### src/rtl/mcu_spi_if.sv
// mcu_spi_if
// Byte-level handshake between the SPI slave front end and the system
// control block.
//   mcu_strobe : one-clk pulse per completed byte
//   mcu_start  : first byte of a frame, valid only with mcu_strobe
//   mcu_dout   : received byte, valid while mcu_strobe is high
//   mcu_din    : reply byte, sampled on the first sclk falling edge after
//                a byte completes
// Modports:
//   master : the SPI front end (drives strobe/start/dout, reads din)
//   slave  : the system control block (reads strobe/start/dout, drives din)
`timescale 1ns/1ps

interface mcu_spi_if;
    logic       mcu_strobe;
    logic       mcu_start;
    logic [7:0] mcu_dout;
    logic [7:0] mcu_din;

    modport master (
        output mcu_strobe,
        output mcu_start,
        output mcu_dout,
        input  mcu_din
    );

    modport slave (
        input  mcu_strobe,
        input  mcu_start,
        input  mcu_dout,
        output mcu_din
    );
endinterface

### src/rtl/mcu_spi.sv
// mcu_spi
// Mode-0 SPI slave for an external MCU, oversampled on clk. The SPI pins
// are asynchronous to clk; each is synchronized, edges are detected and
// registered, then a small frame FSM assembles received bytes and shifts
// out reply bytes.
// Ports:
//   clk, reset    : system clock, synchronous active-high reset
//   spi_csn       : chip select from MCU, active low (async)
//   spi_sclk      : SPI clock from MCU, mode 0 (async)
//   spi_mosi      : MCU to FPGA data, MSB first (async)
//   spi_miso      : FPGA to MCU data, MSB first, 0 outside a frame
//   mcu           : byte handshake to the system control block (master)
//   frame_active  : high while a frame is open
//   byte_count    : bytes completed in the current frame, saturating at 255
//
// Pipeline from an sclk pin edge to mcu_strobe:
//   2 sync flops -> registered edge pulse -> frame FSM -> output register
// so the strobe rises 4 clk after the first clk edge that samples sclk high.
//
// State table:
//   ST_IDLE  | no frame open; sclk edges are ignored
//   ST_FRAME | frame open; bytes are shifted in and replies shifted out
`timescale 1ns/1ps

module mcu_spi (
    input  logic        clk,
    input  logic        reset,
    input  logic        spi_csn,
    input  logic        spi_sclk,
    input  logic        spi_mosi,
    output logic        spi_miso,
    mcu_spi_if.master   mcu,
    output logic        frame_active,
    output logic [7:0]  byte_count
);

    typedef enum logic {
        ST_IDLE  = 1'b0,
        ST_FRAME = 1'b1
    } state_t;

    // Synchronizers and edge-detect history.
    logic       csn_s1, csn_s2, csn_d;
    logic       sclk_s1, sclk_s2, sclk_d;
    logic       mosi_s1, mosi_s2;

    // Registered edge pulses, all aligned to the same cycle.
    logic       sclk_rise_q, sclk_fall_q;
    logic       csn_rise_q, csn_fall_q;

    // Post-reset arming of the csn falling-edge detector.
    logic [1:0] settle_cnt;
    logic       csn_armed;

    // Frame FSM state.
    state_t     state;
    logic [2:0] bit_cnt;
    logic [7:0] rx_sr;
    logic [7:0] tx_sr;
    logic       first_byte;
    logic       load_pending;
    logic       byte_done;
    logic       done_first;
    logic       frame_open;

    // ------------------------------------------------------------------
    // Input synchronization and edge detection
    // ------------------------------------------------------------------
    // csn resets to 1 in the synchronizer, so if spi_csn is already low
    // when reset releases the chain would show a false falling edge.
    // The falling-edge detector is therefore only armed once the chain
    // has flushed and a genuine high level on csn has been observed;
    // a frame abandoned by reset stays dead until csn goes high and low
    // again.
    always_ff @(posedge clk) begin
        if (reset) begin
            csn_s1      <= 1'b1;
            csn_s2      <= 1'b1;
            csn_d       <= 1'b1;
            sclk_s1     <= 1'b0;
            sclk_s2     <= 1'b0;
            sclk_d      <= 1'b0;
            mosi_s1     <= 1'b0;
            mosi_s2     <= 1'b0;
            sclk_rise_q <= 1'b0;
            sclk_fall_q <= 1'b0;
            csn_rise_q  <= 1'b0;
            csn_fall_q  <= 1'b0;
            settle_cnt  <= 2'd0;
            csn_armed   <= 1'b0;
        end else begin
            csn_s1      <= spi_csn;
            csn_s2      <= csn_s1;
            csn_d       <= csn_s2;
            sclk_s1     <= spi_sclk;
            sclk_s2     <= sclk_s1;
            sclk_d      <= sclk_s2;
            mosi_s1     <= spi_mosi;
            mosi_s2     <= mosi_s1;

            sclk_rise_q <= sclk_s2 & ~sclk_d;
            sclk_fall_q <= ~sclk_s2 & sclk_d;
            csn_rise_q  <= csn_s2 & ~csn_d;
            csn_fall_q  <= csn_armed & ~csn_s2 & csn_d;

            if (settle_cnt != 2'd3) begin
                settle_cnt <= settle_cnt + 2'd1;
            end else if (csn_s2) begin
                csn_armed <= 1'b1;
            end
        end
    end

    // ------------------------------------------------------------------
    // Frame FSM
    // ------------------------------------------------------------------
    // A csn rising edge takes priority over any sclk edge seen in the
    // same cycle; a partial byte is simply dropped by clearing bit_cnt.
    always_ff @(posedge clk) begin
        if (reset) begin
            state        <= ST_IDLE;
            bit_cnt      <= 3'd0;
            rx_sr        <= 8'h00;
            tx_sr        <= 8'h00;
            first_byte   <= 1'b0;
            load_pending <= 1'b0;
            byte_done    <= 1'b0;
            done_first   <= 1'b0;
            frame_open   <= 1'b0;
        end else begin
            byte_done  <= 1'b0;
            frame_open <= 1'b0;

            if (csn_rise_q) begin
                state        <= ST_IDLE;
                bit_cnt      <= 3'd0;
                load_pending <= 1'b0;
            end else if (csn_fall_q) begin
                state        <= ST_FRAME;
                bit_cnt      <= 3'd0;
                first_byte   <= 1'b1;
                tx_sr        <= 8'h00;
                load_pending <= 1'b0;
                frame_open   <= 1'b1;
            end else if (state == ST_FRAME) begin
                if (sclk_rise_q) begin
                    rx_sr   <= {rx_sr[6:0], mosi_s2};
                    bit_cnt <= bit_cnt + 3'd1;
                    if (bit_cnt == 3'd7) begin
                        byte_done    <= 1'b1;
                        done_first   <= first_byte;
                        first_byte   <= 1'b0;
                        load_pending <= 1'b1;
                    end
                end else if (sclk_fall_q) begin
                    // The reply is captured on the falling edge that ends
                    // the completed byte, so its MSB is on MISO before the
                    // next rising edge.
                    if (load_pending) begin
                        tx_sr        <= mcu.mcu_din;
                        load_pending <= 1'b0;
                    end else begin
                        tx_sr <= {tx_sr[6:0], 1'b0};
                    end
                end
            end
        end
    end

    // ------------------------------------------------------------------
    // Output register stage
    // ------------------------------------------------------------------
    // byte_count is updated in the same cycle as mcu_strobe, so it already
    // includes the byte being strobed.
    always_ff @(posedge clk) begin
        if (reset) begin
            mcu.mcu_strobe <= 1'b0;
            mcu.mcu_start  <= 1'b0;
            mcu.mcu_dout   <= 8'h00;
            byte_count     <= 8'h00;
        end else begin
            mcu.mcu_strobe <= byte_done;
            if (byte_done) begin
                mcu.mcu_dout  <= rx_sr;
                mcu.mcu_start <= done_first;
            end
            if (frame_open) begin
                byte_count <= 8'h00;
            end else if (byte_done && (byte_count != 8'hFF)) begin
                byte_count <= byte_count + 8'h01;
            end
        end
    end

    assign frame_active = (state == ST_FRAME);
    assign spi_miso     = frame_active & tx_sr[7];

endmodule

### src/flat_wrapper.sv
// flat-port wrapper written by rule: the top's interface ports become plain ports
module mcu_spi_flat 
  (clk, reset, spi_csn, spi_sclk, spi_mosi, spi_miso, frame_active, byte_count, mcu_mcu_strobe, mcu_mcu_start, mcu_mcu_dout, mcu_mcu_din);
  mcu_spi_if mcu_i ();
  input  logic clk;
  input  logic reset;
  input  logic spi_csn;
  input  logic spi_sclk;
  input  logic spi_mosi;
  output logic spi_miso;
  output logic frame_active;
  output logic [7:0] byte_count;
  output wire logic [$bits(mcu_i.mcu_strobe)-1:0] mcu_mcu_strobe;
  output wire logic [$bits(mcu_i.mcu_start)-1:0] mcu_mcu_start;
  output wire logic [$bits(mcu_i.mcu_dout)-1:0] mcu_mcu_dout;
  input wire logic [$bits(mcu_i.mcu_din)-1:0] mcu_mcu_din;
  assign mcu_mcu_strobe = mcu_i.mcu_strobe;
  assign mcu_mcu_start = mcu_i.mcu_start;
  assign mcu_mcu_dout = mcu_i.mcu_dout;
  assign mcu_i.mcu_din = mcu_mcu_din;
  mcu_spi u_core (.clk(clk), .reset(reset), .spi_csn(spi_csn), .spi_sclk(spi_sclk), .spi_mosi(spi_mosi), .spi_miso(spi_miso), .mcu(mcu_i), .frame_active(frame_active), .byte_count(byte_count));
endmodule
### config.mk
export PLATFORM = sky130hd
export DESIGN_NAME = mcu_spi_flat
export DESIGN_NICKNAME = d
export VERILOG_FILES = /design/src/rtl/mcu_spi_if.sv /design/src/rtl/mcu_spi.sv /design/src/flat_wrapper.sv
export SDC_FILE = /design/constraint.sdc
export NUM_CORES = 1
export LEC_CHECK = 0
export CAP_MARGIN = 40
export CORE_MARGIN = 5
export CORE_UTILIZATION = 57
export DETAILED_ROUTE_END_ITERATION = 10
export PLACE_DENSITY_LB_ADDON = 0.25
export SYNTH_ARGS = -nofsm -noshare
export SYNTH_HDL_FRONTEND = slang
export SYNTH_SLANG_ARGS = --single-unit
### constraint.sdc
create_clock -name clk -period 3.8 [get_ports clk]
set_input_delay 1.14 -clock clk [delete_from_list [all_inputs] [get_ports clk]]
set_output_delay 1.14 -clock clk [all_outputs]
set_load 0.03 [all_outputs]
==> metrics.log <==
INFO  metric leakage = 0.000968 uW
INFO  metric r2r-start = u_core.byte_done
INFO  metric detail_route.iter0.violations = 94
INFO  metric tns = 0 ps
INFO  metric cell_variety_after_synth = 37
INFO  metric fmax = 359 MHz
INFO  metric drtAntennaViolNets = 0
INFO  metric cts_hold_repair.buffers = 0
INFO  metric place_inst = 303
INFO  metric yosys.area_share.xor_xnor = 0.0159
INFO  metric irDropWorstVdd = 0.343 mV
INFO  metric transition_time_at_the_pin_with_the_least_slew_margin = 700 ps
INFO  metric die_area = 0.00520 sq mm
INFO  metric finalSetupViolations = 0
INFO  metric finalWorstSetupSlack = 1020 ps
INFO  metric critPathCaptureType = output pin
INFO  metric cts_max_level = 3
INFO  metric synth.avg_cell_area = 9.40 sq um
INFO  metric synth-seq-cells = 58
INFO  metric post_layout_nonfiller_instances = 318
INFO  metric floorplan.die.height = 72.1 um
INFO  metric cts_repair_resize_count = 0
INFO  metric portBuffers = 32
INFO  metric viasPerCell = 5.29
INFO  metric synth.yosys.seq_area_share = 0.528
INFO  metric critPathLaunch = u_core.frame_active
INFO  metric synthDominantAreaCellType = dfxtp_1
INFO  metric post_synthesis_cells = 234
INFO  metric cp_data_arrival_time = 1640 ps
INFO  metric mappedNetlistNets = 251
INFO  metric asyncSetResetFlopFracSynth = 0
INFO  metric setup.worst_path.class = register to output pin
INFO  metric grt_use_total = 0.171
INFO  metric clock-root-buffer = clkbuf_8
INFO  metric die_width = 72.1 um
INFO  metric layout.filler_cells = 294
INFO  metric tritoncts = built
INFO  metric slowest_delay = 660 ps
INFO  metric path_delay_family = buffers and inverters
INFO  metric fin_area = 0.00270 sq mm
INFO  metric grt_first_pass_wirelength = 6890 um
INFO  metric worst-path-max-fanout = 8
INFO  metric grt_start_max_net_pins = 22
INFO  metric detailedPlace.worstSlack = 1270 ps
INFO  metric starting_density_of_the_core = 0.596
INFO  metric final_hold_viol_count = 0
INFO  metric cp.required = 2660 ps
INFO  metric clk_pin_slew_worst_paths = 60 ps
INFO  metric synthAdderAreaFrac = 0.0228
INFO  metric outcome = finished clean
INFO  metric initial_antenna_violation_count = 0
INFO  metric gpl.final_weighted_congestion = 0.730
INFO  metric floorplan.io_pins = 33
INFO  metric clock_latency = 330 ps
INFO  metric dominantRegCellSynth = dfxtp_1
INFO  metric number_of_clock_sinks_seen_by_cts = 58
INFO  metric detailedPlacementHpwl = 2630 um
INFO  metric grt-ovfl-total = 0
INFO  metric timing.max_cap.violations = 0
INFO  metric crit_slowest_cell = clkdlybuf4s50_1
INFO  metric synth_warnings = 0
INFO  metric power = 1150 uW
INFO  metric wl = 4020 um
INFO  metric slew_viol_final = 0
INFO  metric core = 0.00369 sq mm
INFO  metric relSlewSlack = 0.533
INFO  metric cts_inserted_buffers = 9
INFO  metric placed_cell_area = 0.00253 sq mm
INFO  metric synth.cell_area = 0.00220 sq mm
INFO  metric cp-start-kind = register
INFO  metric drt-pass1-iter-count = 4
INFO  metric dominant_combinational_cell_family_by_area_after_synthesis = simple AND/OR/NAND/NOR gates
INFO  metric netlist_top_cells_area = dfxtp_1 (53%), mux2i_1 (8.2%), a21oi_1 (5.7%)
INFO  metric yosys.area_share.simple = 0.213
INFO  metric synth_edf_count = 0
INFO  metric yosys.area.top_type_share = 0.528
INFO  metric final_nets = 283
INFO  metric critical_path.cell_chain = and2_1 -> clkdlybuf4s50_1
INFO  metric hold_path_startpoint = u_core.csn_s1
INFO  metric period_share = 0.733
INFO  metric post_cts.repair.setup_buffers = 0
INFO  metric final_layout_size_suffix_gt1_frac = 0.0926
INFO  metric setup_repair_after_global_routing_missed_its_margin = false
INFO  metric synthToLayoutAreaGrowth = 22.8%
INFO  metric critPathBufInv = 1
INFO  metric number_of_global_route_vias_before_repair = 1,571
INFO  metric drt-wirelength-per-cell = 12.7 um
INFO  metric rows = 22
INFO  metric worst_hold_path_type = register to register
INFO  metric synth_compound_area_frac = 0.102
INFO  metric top_count_cell_post_synth = dfxtp_1
INFO  metric muxShareOfSynthArea = 0.0819
INFO  metric power_density = 427 mW/mm^2
INFO  metric number_of_diodes_added_for_antenna_fixing = 0
INFO  metric via_count = 1,682
INFO  metric drc = 0
INFO  metric skew = 5.34 ps
INFO  metric ys_top_cells_by_count = dfxtp_1 (58), nor2_1 (27), a21oi_1 (25), nand2_1 (22), mux2i_1 (18)
INFO  metric cts-root-to-sink-buffers = 2
INFO  metric period_minus_slack = 2780 ps
## kinds of logic (layout without fill, tap and decap cells)
logic type | after synthesis | in the layout
simple gates | 94 | 94
flops | 58 | 58
compound gates | 39 | 39
mux | 18 | 18
buf+inv | 17 | 53
fa+ha+maj | 4 | 4
xor+xnor | 4 | 4
## power by group
group | switching (uW) | internal [uW] | total, uW
combinational | 19.1 | 23.8 | 42.8
sequential | 6.40 | 619 | 625
clock | 222 | 265 | 487
total | 247 | 907 | 1150
## worst reg2reg max path: stages (launching register included)
cell and delay (ps):
dfxtp_1 770, and4_1 390, o21ai_0 130, xor2_1 170
nor2_1 60
## registers in the layout, summed over array words and instances (netlist names), 2 cells and up
signal	flops
u_core.byte_count	8
u_core.tx_sr	8
u_core.mcu.mcu_dout	8
u_core.settle_cnt	2
u_core.rx_sr	8
u_core.bit_cnt	3
## cells in the final DEF (no fill, tap or decap), drive strengths merged, types with 3 or more instances in the layout
cell type	synthesis	final
dfxtp	58	58
clkdlybuf4s50	0	32
nor2	28	28
a21oi	25	25
nand2	23	23
mux2i	18	18
clkbuf	7	12
nor2b	8	8
nor4	7	7
nand3	6	6
or2	4	4
a211oi	4	4
inv	4	4
xor2	4	4
ha	4	4
nor3	4	4
a31oi	3	3
clkinv	0	3
o21ai	3	3
## metal layers
layer | part of all wire | vias up | global-route usage
li1 | - | 870 | -
met1 | 0.47 | 766 | 0.211
met2 | 0.46 | 40 | 0.261
met3 | 0.052 | 6 | 0.0734
met4 | 0.013 | 0 | 0.0689
met5 | 0 | - | 0
## per-stage QoR
stage | util | hold WS [ps]
2_1_floorplan | - | 383
3_3_place_gp | 0.686 | 392
3_5_place_dp | 0.686 | 397
4_1_cts | 0.732 | 412
5_1_grt | 0.732 | 419
6_report | 0.732 | 409
## area by class of cell
cell class / instances / area [sq um] / area share
Multi-Input combinational cell: 159 / 960 / 0.355
Tap cell: 48 / 60.1 / 0.0222
Clock buffer: 12 / 155 / 0.0574
Sequential cell: 58 / 1160 / 0.430
Clock inverter: 3 / 15.0 / 0.00556
Timing Repair Buffer: 34 / 335 / 0.124
Inverter: 4 / 15.0 / 0.00556
## path summary, 6_finish.rpt
| kind | to | slack (ps) | depth (start not counted) |
|---|---|---|---|
| worst min register to register | u_core.csn_s2 | 410 | 1 |
| worst max register to register | u_core.byte_count[3] | 2180 | 4 |
| worst min-delay path | u_core.csn_s2 | 410 | 1 |
| worst max-delay path | spi_miso | 1020 | 2 |
(Power assumes the default switching activity.)
